<file path="config.mk">
export PLATFORM = sky130hd
export DESIGN_NAME = args_align
export DESIGN_NICKNAME = d
export VERILOG_FILES = /design/src/rtl/args_align.sv
export SDC_FILE = /design/constraint.sdc
export NUM_CORES = 1
export LEC_CHECK = 0
export ABC_CLOCK_PERIOD_IN_PS = 9350
export BUFFER_PORTS_ARGS = -buffer_cell sky130_fd_sc_hd__buf_4
export CAP_MARGIN = 20
export CORE_ASPECT_RATIO = 0.6
export CORE_MARGIN = 3
export CORE_UTILIZATION = 45
export CTS_BUF_LIST = sky130_fd_sc_hd__clkbuf_4 sky130_fd_sc_hd__clkbuf_8 sky130_fd_sc_hd__clkbuf_16
export CTS_CLUSTER_SIZE = 24
export DETAILED_ROUTE_END_ITERATION = 6
export GPL_TIMING_DRIVEN = 0
export PLACE_DENSITY = 0.64
export REMOVE_ABC_BUFFERS = 1
export SLEW_MARGIN = 25
export SYNTH_ARGS = -nofsm -noshare
export SYNTH_HDL_FRONTEND = slang
export SYNTH_SLANG_ARGS = --single-unit
</file>
<file path="constraint.sdc">
create_clock -name clk -period 9.35 [get_ports clk]
set_clock_uncertainty 0.2 [all_clocks]
set_input_delay 0.4675 -clock clk [delete_from_list [all_inputs] [get_ports clk]]
set_output_delay 0.4675 -clock clk [all_outputs]
set_load 0.005 [all_outputs]
</file>
<file path="src/rtl/args_align.sv">
// args_align: two-stream skew compensator.
//
// Streams A and B carry matching words with an unknown, time-varying
// offset. The leading stream is parked in its own ring FIFO until the
// partner word shows up, then both leave together on out_a/out_b.
//
// Optional feature macro: ARGS_ALIGN_TIMEOUT_EN
//   defined   - a lead word waiting TIMEOUT cycles without a pop sets tout
//               and sends the block to ERR.
//   undefined - no wait counter is built, tout is tied to 0.

module args_align #(
  parameter int WIDTH_A = 8,
  parameter int WIDTH_B = 8,
  parameter int DEPTH   = 16,
  parameter int TIMEOUT = 1023
) (
  input  logic                     clk,
  input  logic                     rst,
  input  logic                     flush,
  input  logic                     a_vld,
  input  logic [WIDTH_A-1:0]       a_dat,
  input  logic                     b_vld,
  input  logic [WIDTH_B-1:0]       b_dat,
  output logic                     out_vld,
  output logic [WIDTH_A-1:0]       out_a,
  output logic [WIDTH_B-1:0]       out_b,
  output logic [1:0]               state,
  output logic [$clog2(DEPTH):0]   skew,
  output logic                     ovf,
  output logic                     tout
);

  localparam int PW = $clog2(DEPTH);
  localparam int CW = PW + 1;

  typedef logic [PW-1:0] ptr_t;
  typedef logic [CW-1:0] cnt_t;

  typedef enum logic [1:0] {
    IDLE   = 2'b00,
    A_LEAD = 2'b01,
    B_LEAD = 2'b10,
    ERR    = 2'b11
  } state_t;

  // Reject configurations the pointer arithmetic cannot support.
  if (DEPTH < 2 || (DEPTH & (DEPTH - 1)) != 0) begin : g_bad_depth
    $error("args_align: DEPTH must be a power of 2 and at least 2");
  end
  if (TIMEOUT < 1) begin : g_bad_timeout
    $error("args_align: TIMEOUT must be at least 1");
  end

  // ---------------------------------------------------------------------
  // Storage and bookkeeping
  // ---------------------------------------------------------------------
  logic [WIDTH_A-1:0] a_mem [DEPTH];
  logic [WIDTH_B-1:0] b_mem [DEPTH];

  ptr_t   a_wr, a_rd, b_wr, b_rd;
  cnt_t   a_cnt, b_cnt;
  cnt_t   a_cnt_nxt, b_cnt_nxt;
  state_t cur_st, nxt_st;

  // Per-cycle control decoded from counts and live inputs.
  logic               run;
  logic               pair;
  logic               a_pop, b_pop;
  logic               a_push, b_push;
  logic               a_acc, b_acc;
  logic               a_full, b_full;
  logic               ovf_ev;
  logic               to_ev;
  logic [WIDTH_A-1:0] pair_a;
  logic [WIDTH_B-1:0] pair_b;

  // Decode pairing, pushes, pops and overflow for the current cycle.
  // NOTE: every signal gets a default at the top of the block so no path
  // leaves one unassigned; otherwise synthesis infers a latch.
  always_comb begin
    run       = 1'b0;
    pair      = 1'b0;
    a_pop     = 1'b0;
    b_pop     = 1'b0;
    a_push    = 1'b0;
    b_push    = 1'b0;
    a_acc     = 1'b0;
    b_acc     = 1'b0;
    ovf_ev    = 1'b0;
    a_full    = (a_cnt == cnt_t'(DEPTH));
    b_full    = (b_cnt == cnt_t'(DEPTH));
    pair_a    = a_dat;
    pair_b    = b_dat;

    // Nothing moves in ERR, and flush throws away the cycle's inputs.
    run  = (cur_st != ERR) && !flush;
    pair = run && ((a_cnt != '0) || a_vld) && ((b_cnt != '0) || b_vld);

    // A buffered head always goes out before the live word behind it.
    a_pop = pair && (a_cnt != '0);
    b_pop = pair && (b_cnt != '0);

    // A live word is stored unless it was paired straight through.
    a_push = run && a_vld && !(pair && (a_cnt == '0));
    b_push = run && b_vld && !(pair && (b_cnt == '0));

    // A full FIFO still takes a word when its head leaves the same cycle.
    a_acc  = a_push && (!a_full || a_pop);
    b_acc  = b_push && (!b_full || b_pop);
    ovf_ev = (a_push && a_full && !a_pop) || (b_push && b_full && !b_pop);

    if (a_cnt != '0) pair_a = a_mem[a_rd];
    if (b_cnt != '0) pair_b = b_mem[b_rd];
  end

  assign a_cnt_nxt = a_cnt + cnt_t'(a_acc) - cnt_t'(a_pop);
  assign b_cnt_nxt = b_cnt + cnt_t'(b_acc) - cnt_t'(b_pop);

  // ---------------------------------------------------------------------
  // Optional lead-word wait limit
  // ---------------------------------------------------------------------
`ifdef ARGS_ALIGN_TIMEOUT_EN
  localparam int TW = $clog2(TIMEOUT + 1);

  logic [TW-1:0] tmr;
  logic          lead;
  logic          tout_r;

  assign lead  = (cur_st == A_LEAD) || (cur_st == B_LEAD);
  // Fires on the cycle whose edge would bring the count up to TIMEOUT.
  assign to_ev = run && lead && !a_pop && !b_pop && (tmr == TW'(TIMEOUT - 1));
  assign tout  = tout_r;

  // Count waiting cycles in a lead state; any pop or leaving the lead restarts it.
  // NOTE: clocked state always uses non-blocking assignments so every
  // register samples pre-edge values regardless of block ordering.
  always_ff @(posedge clk or posedge rst) begin
    if (rst) begin
      tmr    <= '0;
      tout_r <= 1'b0;
    end else if (flush) begin
      tmr    <= '0;
      tout_r <= 1'b0;
    end else begin
      if (!lead || a_pop || b_pop || to_ev) tmr <= '0;
      else                                  tmr <= tmr + TW'(1);
      if (to_ev) tout_r <= 1'b1;
    end
  end
`else
  // Lead words may wait indefinitely.
  assign to_ev = 1'b0;
  assign tout  = 1'b0;
`endif

  // ---------------------------------------------------------------------
  // FSM
  // ---------------------------------------------------------------------

  // State register.
  always_ff @(posedge clk or posedge rst) begin
    if (rst) cur_st <= IDLE;
    else     cur_st <= nxt_st;
  end

  // Next state tracks the post-update FIFO counts; ERR is sticky until flush.
  always_comb begin
    nxt_st = cur_st;
    if (flush)                  nxt_st = IDLE;
    else if (cur_st == ERR)     nxt_st = ERR;
    else if (ovf_ev || to_ev)   nxt_st = ERR;
    else if (a_cnt_nxt != '0)   nxt_st = A_LEAD;
    else if (b_cnt_nxt != '0)   nxt_st = B_LEAD;
    else                        nxt_st = IDLE;
  end

  // ---------------------------------------------------------------------
  // FIFO pointers and counts
  // ---------------------------------------------------------------------

  // Advance pointers/counts; flush and ERR entry zero both FIFOs.
  always_ff @(posedge clk or posedge rst) begin
    if (rst) begin
      a_wr  <= '0;
      a_rd  <= '0;
      a_cnt <= '0;
      b_wr  <= '0;
      b_rd  <= '0;
      b_cnt <= '0;
    end else if (flush || ovf_ev || to_ev) begin
      a_wr  <= '0;
      a_rd  <= '0;
      a_cnt <= '0;
      b_wr  <= '0;
      b_rd  <= '0;
      b_cnt <= '0;
    end else begin
      if (a_acc) a_wr <= a_wr + ptr_t'(1);
      if (a_pop) a_rd <= a_rd + ptr_t'(1);
      if (b_acc) b_wr <= b_wr + ptr_t'(1);
      if (b_pop) b_rd <= b_rd + ptr_t'(1);
      a_cnt <= a_cnt_nxt;
      b_cnt <= b_cnt_nxt;
    end
  end

  // Write accepted words into the ring storage.
  // NOTE: the storage arrays carry no reset; the counts alone say which
  // entries are live, so stale contents are never read.
  always_ff @(posedge clk) begin
    if (a_acc) a_mem[a_wr] <= a_dat;
    if (b_acc) b_mem[b_wr] <= b_dat;
  end

  // ---------------------------------------------------------------------
  // Registered outputs and sticky flags
  // ---------------------------------------------------------------------

  // Register the aligned pair; data holds while no pair is issued.
  always_ff @(posedge clk or posedge rst) begin
    if (rst) begin
      out_vld <= 1'b0;
      out_a   <= '0;
      out_b   <= '0;
      ovf     <= 1'b0;
    end else if (flush) begin
      out_vld <= 1'b0;
      ovf     <= 1'b0;
    end else begin
      out_vld <= pair;
      if (pair) begin
        out_a <= pair_a;
        out_b <= pair_b;
      end
      if (ovf_ev) ovf <= 1'b1;
    end
  end

  // Only one FIFO is ever non-empty, so OR gives the occupied depth.
  assign skew  = a_cnt | b_cnt;
  assign state = cur_st;

endmodule

</file>
==> qor.tcl <==
set qor(syn-cell-area_sq_um) 12560
set qor(pwr_density_cell_nw_per_um2) 263.5
set qor(peakVddDrop_mv) 0.1627
set qor(vias) 6705
set qor(tightestPinTransition_ns) 1.020
set qor(hold_path.startpoint) {a_dat[1]}
set qor(holdCritPathClass) {in -> reg}
set qor(area.growth.synth_to_final_pct) 15.25
set qor(avgSynthCellArea_sq_um) 17.74
set qor(layout_commonest_cell) {edfxtp_1}
set qor(synthFlopType) {edfxtp_1}
set qor(finalNetCount) 807
set qor(min_path_cells) 1
set qor(synthCells) 708
set qor(timing.final.crit_period_ns) 4.340
set qor(layout-drive-gt1-share_pct) 28.06
set qor(final.hold.worst_slack_ns) 0.04572
set qor(tritoncts_clock_tree) {yes}
set qor(crit_path_start_kind) {flip-flop}
set qor(core.rowCount) 46
set qor(setup.worst_path.class) {reg -> reg}
set qor(timing.final.setup_violations) 0
set qor(cts_buffer_depth) 3
set qor(yosysTopAreaCellShare_pct) 61.22
set qor(post-route-cell-area_sq_um) 14470
set qor(grt_pass1_vias) 6736
set qor(mostFrequentLayoutCells) {256 x edfxtp_1, 64 x mux4_2, 50 x buf_4, 41 x dfrtp_1, 39 x nand2_1}
set qor(grt_first_pass_wirelength_microns) 40790
set qor(critical_path_peak_fanout) 20
set qor(timing.critical_path.to_type) {flip-flop}
set qor(holdPathEnd) {a_mem[6][1]}
set qor(clock_sinks) 302
set qor(setup_tns_ns) 0
set qor(hold_viol) 0
set qor(post_dp_cell_area_sq_um) 13470
set qor(reg2reg_from) {b_cnt[3]}
set qor(depth_of_the_worst_register_to_register_path) 14
set qor(gpl.final_weighted_congestion) 0.7795
set qor(ioPinCount) 47
set qor(number_of_nets_with_antenna_violations_after_routing) 0
set qor(die_footprint_sq_um) 30010
set qor(remaining_drc_errors) 0
set qor(grt_usage_pct) 17.67
set qor(avgViaCountPerCell) 5.861
set qor(num-fill-cells) 2072
set qor(clock_latency_ns) 0.53
set qor(layout.area.seq_sq_um) 8850
set qor(synth_area_leaders) {edfxtp_1 61%, mux4_2 11%, dfrtp_1 9.2%}
set qor(power.leakage_nw) 4.859
set qor(grt_antenna_before_repair) 0
set qor(tritoncts.num_buffers) 28
set qor(ys_ff_latch) 302
set qor(floorplan.die.height_microns) 135.4
set qor(initial_core_util_pct) 46.62
set qor(slew_violations) 0
set qor(core_region_area_sq_um) 26940
set qor(grt.overflow.total) 0
set qor(path_clk_slew_ns) 0.06
set qor(yosys_warnings) 0
set qor(clockRootBuffer) {clkbuf_16}
set qor(detailedRoute.firstIterationViolations) 719
set qor(post_synth_num_cell_types) 51
set qor(maxCapViolations) 0
set qor(wirelength_microns) 26230
set qor(ys_seq_area_share_pct) 70.39
set qor(cts-htree-levels) 1
set qor(place.port_buffers) 45
set qor(number_of_gates_resized_after_cts) 0
set qor(finalNonFillerCells) 1144
set qor(timing.max_slew.rel_slack_pct) 31.99
set qor(synth_top_area_cell) {edfxtp_1}
set qor(rr_endpoint) {state[1]}
set qor(result_of_the_run) {finished, final reports clean}
set qor(fmax_ghz) 0.2304
set qor(rrSetupSlack_ns) 5.01
set qor(rsz_0062_raised_after_global_routing) {false}
set qor(grt_max_degree) 47
set qor(multi_input_area_sq_um) 3553
set qor(floorplan.die.width_microns) 221.7
set qor(timing.critical_path.arrival_ns) 4.59
set qor(dp_hpwl_microns) 17870
set qor(num_antenna_cells) 0
set qor(ys_async_sr_fraction_pct) 15.23
set qor(place.detailed.instances) 1090
set qor(detail_route.wl_per_cell_microns) 22.93
set qor(detail_route.first_pass.iterations) 5
set qor(worst_ep_required_time_ns) 9.60
set qor(synth-edff-count) 256
set qor(final_min_period_over_clock_period_pct) 46.42
## stage by stage
stage                     total power [mW]  utilization, %  setup WS, ns
after floorplan                      2.293               -         5.585
after global placement               2.583           48.79         5.145
after detailed placement             2.645           50.00         5.057
after CTS                            3.843           53.72         5.037
after global routing                 3.995           53.73         4.707
final                                3.813           53.73         5.010
## registers in the layout (all words and copies together) (netlist names)
register	flops
out_a	8
a_mem	128
b_wr	4
a_wr	4
b_rd	4
b_mem	128
a_rd	4
a_cnt	5
out_vld	1
state	2
b_cnt	5
ovf	1
out_b	8
## worst max-delay path: stages (launching register included)
cell and delay [ns]:
dfrtp_1 0.39, inv_1 0.11, ha_1 0.23, or4b_4 0.50
or3_1 0.32, a31o_1 0.52, ha_1 0.44, inv_1 0.04
ha_1 0.21, fa_1 0.43, a21oi_1 0.19, o21bai_1 0.10
xnor2_1 0.26, nand3_1 0.12, a211oi_1 0.20
## synth_stat cells, types with 14 or more instances
cell / count
buf_2: 15
mux4_2: 64
inv_1: 25
clkbuf_1: 14
a211oi_1: 17
edfxtp_1: 256
mux2i_1: 18
nor2_1: 25
dfrtp_1: 46
ha_1: 22
nand2_1: 39
nor3_1: 15
a21oi_1: 16
## kinds of logic (layout without fill, tap and decap cells)
logic type	after synthesis	count (layout)	synth area share, %
compound gates	71	71	4.095
fa+ha+maj	24	24	2.511
flops	302	302	70.39
mux	90	90	13.63
buf+inv	65	141	2.361
other cells	1	1	0.02986
simple gates	141	141	6.008
xor+xnor	14	14	0.9765
## how the worst max path moves through the flow
stage             start      endpoint  slack [ns]  cells after the start
2_1_floorplan  b_cnt[3]      state[1]        5.58                     14
3_3_place_gp   b_cnt[3]  a_mem[15][4]        5.15                      6
3_5_place_dp   b_cnt[3]      state[1]        5.06                     14
4_1_cts        b_cnt[3]      state[1]        5.04                     14
5_1_grt        b_cnt[3]      state[1]        4.71                     14
6_report       b_cnt[3]      state[1]        5.01                     14
## where the power goes
part	total (mW)	leakage [nW]	switching [mW]	internal, mW
registers	1.65	2.89	0.0914	1.56
clock network	1.19	0.497	0.470	0.724
logic	0.970	1.47	0.487	0.482
total	3.81	4.86	1.05	2.76
## area by class of cell
cell class,count,share of cell area [%]
clock inverters,11,1.055
repair buffers,64,3.735
well taps,360,3.113
multi-input cells,341,24.55
inverters,25,0.6657
clock buffers,41,5.724
flip-flops and latches,302,61.15
## metal layers
layer	vias to the layer above	global-route usage (%)	routed length, microns
met5	-	0	0
li1	2910	-	-
met1	3543	28.91	12860
met2	224	25.14	11310
met3	28	3.010	1670
met4	0	3.195	391
## what timing repair did
item                                   4_1_cts  5_1_grt
buffers inserted                             0        0
hold buffers                                 2        0
endpoints found under the hold margin       49        0
Note: power is estimated with default switching activity, not from simulation.
